`config.mk`:
```
export PLATFORM = sky130hd
export DESIGN_NAME = bp_fe_pred_update_sched
export DESIGN_NICKNAME = d
export VERILOG_FILES = /design/src/rtl/bp_fe_pkg.sv /design/src/rtl/bsg_fifo_1r1w_small.sv /design/src/rtl/bp_fe_pred_update_sched.sv
export SDC_FILE = /design/constraint.sdc
export NUM_CORES = 1
export LEC_CHECK = 0
export ABC_AREA = 1
export BUFFER_PORTS_ARGS = -buffer_cell sky130_fd_sc_hd__buf_4
export CAP_MARGIN = 40
export CORE_MARGIN = 2
export CORE_UTILIZATION = 50
export CTS_CLUSTER_DIAMETER = 50
export DETAILED_ROUTE_END_ITERATION = 10
export PLACE_DENSITY = 0.82
export SLEW_MARGIN = 10
export SYNTH_ARGS = -nofsm -noshare
export SYNTH_HDL_FRONTEND = slang
export SYNTH_HIERARCHICAL = 1
export SYNTH_SLANG_ARGS = --single-unit
```
`constraint.sdc`:
```
create_clock -name clk_i -period 6.5 [get_ports clk_i]
set_input_delay 1.3 -clock clk_i [delete_from_list [all_inputs] [get_ports clk_i]]
set_output_delay 1.3 -clock clk_i [all_outputs]
set_load 0.1 [all_outputs]
```
`src/rtl/bp_fe_pkg.sv`:
```
// Shared frontend types: predictor update record, scheduler states and need decode.
`ifndef BP_FE_PRED_UPDATE_WIDTH
`define BP_FE_PRED_UPDATE_WIDTH
`define BP_FE_PRED_UPD_WIDTH(vaddr, tag, idx, bht_idx, ghist, row) \
    ((vaddr) + (tag) + (idx) + (bht_idx) + (ghist) + (row) + 6)
`endif

package bp_fe_pkg;

    // Flag bit positions within the low 6 bits of an update record
    localparam int unsigned flag_taken_lp   = 5;
    localparam int unsigned flag_ntaken_lp  = 4;
    localparam int unsigned flag_nonbr_lp   = 3;
    localparam int unsigned flag_src_btb_lp = 2;
    localparam int unsigned flag_is_br_lp   = 1;
    localparam int unsigned flag_is_jmp_lp  = 0;

    typedef struct packed {
        logic taken;
        logic ntaken;
        logic nonbr;
        logic src_btb;
        logic is_br;
        logic is_jmp;
    } bp_fe_pred_flags_s;

    typedef struct packed {
        logic [38:0]       tgt;
        logic [9:0]        tag;
        logic [5:0]        idx;
        logic [8:0]        bht_idx;
        logic [1:0]        ghist;
        logic [7:0]        bht_row;
        bp_fe_pred_flags_s flags;
    } bp_fe_pred_update_s;

    typedef enum logic {e_idle, e_issue} bp_fe_pred_sched_state_e;

    // Returns {need_btb, need_bht}
    function automatic logic [1:0] pred_upd_need(input logic is_redir,
                                                 input bp_fe_pred_flags_s f);
        logic need_btb;
        need_btb = (is_redir & f.taken) | (is_redir & f.nonbr & f.src_btb)
                 | (~is_redir & f.taken & ~f.src_btb);
        return {need_btb, f.is_br};
    endfunction

endpackage

```
`src/rtl/bsg_fifo_1r1w_small.sv`:
```
// Small power-of-two FIFO with valid/ready enqueue and valid/yumi dequeue.
module bsg_fifo_1r1w_small #(
    parameter int unsigned width_p = 8,
    parameter int unsigned els_p   = 4
) (
    input  logic               clk_i,
    input  logic               reset_n_i,
    input  logic               v_i,
    input  logic [width_p-1:0] data_i,
    output logic               ready_o,
    output logic               v_o,
    output logic [width_p-1:0] data_o,
    input  logic               yumi_i
);
    localparam int unsigned ptr_w_lp = $clog2(els_p);

    logic [ptr_w_lp-1:0] rd_ptr_q, wr_ptr_q;
    logic [ptr_w_lp:0]   cnt_q;
    logic [width_p-1:0]  mem_q [els_p];
    logic                enq, deq;

    assign ready_o = (cnt_q != (ptr_w_lp+1)'(els_p));
    assign v_o     = (cnt_q != '0);
    assign enq     = v_i & ready_o;
    assign deq     = yumi_i & v_o;
    assign data_o  = mem_q[rd_ptr_q];

    // Pointers wrap naturally because els_p is a power of two
    always_ff @(posedge clk_i) begin
        if (!reset_n_i) begin
            rd_ptr_q <= '0;
            wr_ptr_q <= '0;
            cnt_q    <= '0;
        end else begin
            if (enq) wr_ptr_q <= wr_ptr_q + 1'b1;
            if (deq) rd_ptr_q <= rd_ptr_q + 1'b1;
            if (enq && !deq) begin
                cnt_q <= cnt_q + 1'b1;
            end else if (deq && !enq) begin
                cnt_q <= cnt_q - 1'b1;
            end
        end
    end

    always_ff @(posedge clk_i) begin
        if (enq) mem_q[wr_ptr_q] <= data_i;
    end

endmodule

```
`src/rtl/bp_fe_pred_update_sched.sv`:
```
// Schedules redirect and attaboy updates onto the shared BTB/BHT write ports,
// redirects first, one update in flight at a time.
module bp_fe_pred_update_sched
    import bp_fe_pkg::*;
#(
    parameter int unsigned vaddr_width_p   = 39,
    parameter int unsigned btb_tag_width_p = 10,
    parameter int unsigned btb_idx_width_p = 6,
    parameter int unsigned bht_idx_width_p = 9,
    parameter int unsigned ghist_width_p   = 2,
    parameter int unsigned bht_row_width_p = 8,
    parameter int unsigned fifo_els_p      = 4,
    localparam int unsigned upd_width_lp   = `BP_FE_PRED_UPD_WIDTH(vaddr_width_p,
        btb_tag_width_p, btb_idx_width_p, bht_idx_width_p, ghist_width_p, bht_row_width_p)
) (
    input  logic                       clk_i,
    input  logic                       reset_n_i,
    input  logic                       init_done_i,
    input  logic                       redir_v_i,
    input  logic [upd_width_lp-1:0]    redir_upd_i,
    input  logic                       attaboy_v_i,
    input  logic [upd_width_lp-1:0]    attaboy_upd_i,
    output logic                       attaboy_yumi_o,
    output logic                       btb_w_v_o,
    output logic                       btb_w_clr_o,
    output logic                       btb_w_jmp_o,
    output logic [btb_tag_width_p-1:0] btb_w_tag_o,
    output logic [btb_idx_width_p-1:0] btb_w_idx_o,
    output logic [vaddr_width_p-1:0]   btb_w_tgt_o,
    input  logic                       btb_w_yumi_i,
    output logic                       bht_w_v_o,
    output logic [bht_idx_width_p-1:0] bht_w_idx_o,
    output logic [ghist_width_p-1:0]   bht_w_ghist_o,
    output logic [bht_row_width_p-1:0] bht_w_row_o,
    output logic                       bht_w_correct_o,
    input  logic                       bht_w_yumi_i,
    output logic                       busy_o,
    output logic [7:0]                 redir_drop_cnt_o
);
    localparam int unsigned row_lsb_lp     = 6;
    localparam int unsigned ghist_lsb_lp   = row_lsb_lp + bht_row_width_p;
    localparam int unsigned bht_idx_lsb_lp = ghist_lsb_lp + ghist_width_p;
    localparam int unsigned idx_lsb_lp     = bht_idx_lsb_lp + bht_idx_width_p;
    localparam int unsigned tag_lsb_lp     = idx_lsb_lp + btb_idx_width_p;
    localparam int unsigned tgt_lsb_lp     = tag_lsb_lp + btb_tag_width_p;

    bp_fe_pred_sched_state_e state_q;
    logic                    redir_v_q;
    logic [upd_width_lp-1:0] redir_q;
    logic [7:0]              drop_cnt_q;
    logic [upd_width_lp-1:0] cur_q;
    logic                    cur_redir_q, cur_attaboy_q;
    logic                    btb_done_q, bht_done_q;

    logic                    fifo_ready, fifo_v, fifo_enq, fifo_yumi;
    logic [upd_width_lp-1:0] fifo_data;
    logic [1:0]              attaboy_need, next_need;
    logic                    dispatch_en, take_redir_q, take_redir_i, dispatch;
    logic [upd_width_lp-1:0] next_rec;
    logic                    next_redir;
    logic                    btb_done_nxt, bht_done_nxt;

    assign attaboy_need   = pred_upd_need(1'b0, attaboy_upd_i[5:0]);
    assign attaboy_yumi_o = attaboy_v_i & fifo_ready;
    assign fifo_enq       = attaboy_yumi_o & (|attaboy_need);

    bsg_fifo_1r1w_small #(
        .width_p (upd_width_lp),
        .els_p   (fifo_els_p)
    ) u_attaboy_fifo (
        .clk_i     (clk_i),
        .reset_n_i (reset_n_i),
        .v_i       (fifo_enq),
        .data_i    (attaboy_upd_i),
        .ready_o   (fifo_ready),
        .v_o       (fifo_v),
        .data_o    (fifo_data),
        .yumi_i    (fifo_yumi)
    );

    // A redirect arriving while idle with nothing held goes straight to issue.
    assign dispatch_en  = (state_q == e_idle) & init_done_i;
    assign take_redir_q = dispatch_en & redir_v_q;
    assign take_redir_i = dispatch_en & ~redir_v_q & redir_v_i;
    assign fifo_yumi    = dispatch_en & ~redir_v_q & ~redir_v_i & fifo_v;
    assign dispatch     = take_redir_q | take_redir_i | fifo_yumi;

    always_comb begin
        next_rec   = redir_q;
        next_redir = 1'b1;
        if (take_redir_i) begin
            next_rec = redir_upd_i;
        end else if (fifo_yumi) begin
            next_rec   = fifo_data;
            next_redir = 1'b0;
        end
        next_need = pred_upd_need(next_redir, next_rec[5:0]);
    end

    assign btb_done_nxt = btb_done_q | btb_w_yumi_i;
    assign bht_done_nxt = bht_done_q | bht_w_yumi_i;

    always_ff @(posedge clk_i) begin
        if (!reset_n_i) begin
            state_q       <= e_idle;
            redir_v_q     <= 1'b0;
            redir_q       <= '0;
            drop_cnt_q    <= '0;
            cur_q         <= '0;
            cur_redir_q   <= 1'b0;
            cur_attaboy_q <= 1'b0;
            btb_done_q    <= 1'b1;
            bht_done_q    <= 1'b1;
        end else begin
            if (redir_v_i && !take_redir_i) begin
                redir_q   <= redir_upd_i;
                redir_v_q <= 1'b1;
                if (redir_v_q && !take_redir_q && drop_cnt_q != 8'hff) begin
                    drop_cnt_q <= drop_cnt_q + 8'd1;
                end
            end else if (take_redir_q) begin
                redir_v_q <= 1'b0;
            end

            case (state_q)
                e_idle: begin
                    if (dispatch) begin
                        cur_q         <= next_rec;
                        cur_redir_q   <= next_redir;
                        cur_attaboy_q <= ~next_redir;
                        btb_done_q    <= ~next_need[1];
                        bht_done_q    <= ~next_need[0];
                        state_q       <= e_issue;
                    end
                end
                e_issue: begin
                    btb_done_q <= btb_done_nxt;
                    bht_done_q <= bht_done_nxt;
                    if (btb_done_nxt && bht_done_nxt) state_q <= e_idle;
                end
                default: state_q <= e_idle;
            endcase
        end
    end

    assign btb_w_v_o        = (state_q == e_issue) & ~btb_done_q;
    assign bht_w_v_o        = (state_q == e_issue) & ~bht_done_q;
    assign btb_w_clr_o      = cur_redir_q & cur_q[flag_nonbr_lp] & cur_q[flag_src_btb_lp];
    assign btb_w_jmp_o      = cur_q[flag_is_jmp_lp];
    assign btb_w_tag_o      = cur_q[tag_lsb_lp +: btb_tag_width_p];
    assign btb_w_idx_o      = cur_q[idx_lsb_lp +: btb_idx_width_p];
    assign btb_w_tgt_o      = cur_q[tgt_lsb_lp +: vaddr_width_p];
    assign bht_w_idx_o      = cur_q[bht_idx_lsb_lp +: bht_idx_width_p];
    assign bht_w_ghist_o    = cur_q[ghist_lsb_lp +: ghist_width_p];
    assign bht_w_row_o      = cur_q[row_lsb_lp +: bht_row_width_p];
    assign bht_w_correct_o  = cur_attaboy_q;
    assign busy_o           = (state_q == e_issue) | fifo_v | redir_v_q;
    assign redir_drop_cnt_o = drop_cnt_q;

    // Need bits are decoded at dispatch; these flags are not looked at afterwards.
    logic unused_flags;
    assign unused_flags = ^{cur_q[flag_taken_lp], cur_q[flag_ntaken_lp], cur_q[flag_is_br_lp]};

endmodule

```
==> reports/metrics.csv <==
stage,metric,value,unit
run_status,status,"finished, final reports clean",
sta,unrepaired setup endpoints after global routing,false,
sta,final-report hold violation count,0,
place,IO buf count,253,
drt,routed len/inst,18.8,µm
drt,DRC Markers,0,
layout,layout cell share with drive strength beyond 1,21.6,%
pwr,Cell Pwr Density,378,nW/µm²
layout,Fillers,2988,
clocking,PostCTS Resize Cnt,0,
drt,Routed Antenna Nets,0,
sta,fin crit share,48.6,%
run,MaxCap Viol Count,0,
drt,DR pass1 iterations,8,
layout,"commonest non-fill, non-tap cells in the layout","nor2_1 (327), edfxtp_1 (316), o21ai_0 (278), buf_4 (267), dfxtp_1 (177)",
clocking,CTS Buffer Depth,3,
clocking,clock sink total,495,
sta,fmax,317,MHz
pwr,VDD IR max,0.257,mV
logic_synthesis,Mapped Nets,2073,
clocking,Clock transition at path regs,0.06,ns
sta,setup_tns,0,ns
clocking,CTS tree,yes,
critical_path,CP arrival,1.86,ns
drt,Starting DRT DRC Count,1096,
sta,# setup viols final,0,
grt,grt ovf,0,
floorplanning,core area,39900,µm²
floorplanning,Die ar.,42300,µm²
sta,clk_skew,0.0149,ns
sta,fin worst setup slack,3.34,ns
layout,end-of-flow core utilization,59.6,%
clocking,number of CTS-inserted buffers,52,
sta,Slew HR,37.1,%
grt,gr usage total,23.0,%
critical_path,Crit Path Category,in -> out,
drt,Total Wirelength,48700,µm
floorplanning,row cnt,73,
logic_synthesis,Cells after Synth,1899,
layout,"commonest non-fill, non-tap cell in the layout",nor2_1,
critical_path,Required @ worst endpoint,5.20,ns
place,DP Wirelength,29200,µm
grt,vias in the first global route,14300,
logic_synthesis,syn avg cell area,10.7,µm²
critical_path,Worst setup SP type,input port,
clocking,hold_buf cts,0,
grt,first-pass GRT wire length,75500,µm
drt,DR vias,14600,
drt,routed vias/inst,5.63,
floorplanning,IO Count,256,
clocking,clk_lat worst skew,0.59,ns
place,Final Wtd Congestion,0.807,
floorplanning,Initial Utilization,50.9,%
critical_path,crit end category,output port,
clocking,CTS root buf,clkbuf_16,
critical_path,reg2reg setup slack,3.64,ns
logic_synthesis,Ys Warns,6,
sta,actual slew at the worst max-slew pin,0.944,ns
sta,Pins Over Slew Limit,0,
place,Setup WS pre-CTS,2.79,ns
grt,largest net degree at the start of global routing,98,
sta,min Tclk post-route,3.16,ns
clocking,setup bufs post-CTS,0,
layout,nets@finish,2196,
critical_path,critical path peak fanout,2,
clocking,H-tree Lvls,2,
layout,synthesis-to-finish area growth,17.2,%
pwr,static leakage,0.00867,µW
floorplanning,Die X,206,µm
grt,initial antenna violation count,2,
hold_path,worst min-delay path category,reg -> reg,
logic_synthesis,mapped cell area,20300,µm²
floorplanning,Die Y-Extent,206,µm
==> registers in the layout (all words and copies together), names as in the netlist, named ones only <==
name,count
bht_done_q,1
bht_w_correct_o,1
btb_done_q,1
cur_q,77
cur_redir_q,1
redir_drop_cnt_o,8
redir_q,79
redir_v_q,1
state_q,1
u_attaboy_fifo/cnt_q,3
u_attaboy_fifo/mem_q,316
u_attaboy_fifo/rd_ptr_q,2
u_attaboy_fifo/wr_ptr_q,2
==> report_power, final <==
part | internal (µW) | switching, µW
clock network | 1860 | 1200
registers | 3680 | 138
logic | 533 | 1580
total | 6080 | 2930
==> per-stage QoR <==
stage               cell area [µm²]  hold WS, ns  total power [µW]  cells
finish                        23800        0.458              9000   2592
global route                  23800        0.481              9350   2592
CTS                           23800        0.456              9060   2591
detailed placement            22000        0.447              5980   2493
global placement              21700        0.439              5890   2482
floorplan                     20300        0.430              5610   1899
==> area by class of cell <==
cell class,count,area [µm²],share of cell area (%)
diodes,1,2.50,0.0105
clock buffers,71,1470,6.15
clock inverters,27,344,1.45
inverters,52,204,0.857
multi-input cells,1142,5770,24.3
flip-flops and latches,495,13100,54.9
well taps,525,657,2.76
repair buffers,279,2280,9.59
==> routing by layer <==
metal	routed length, µm	global-route usage (%)
met4	1290	8.61
met1	20100	28.5
met2	23700	39.5
met5	10	0
met3	3540	4.66
==> critical path, cell delays in order <==
cell,delay [ns]
buf_4,0.09
nand2_1,0.07
inv_1,0.09
buf_4,0.29
==> worst paths after layout <==
path	cells after the start	end	start
max	4	attaboy_yumi_o	attaboy_v_i
min	2	redir_q[79]	redir_q[79]
max reg2reg	8	redir_q[61]	state_q
min reg2reg	2	redir_q[79]	redir_q[79]
No activity file was read; power rests on OpenSTA's default activity.
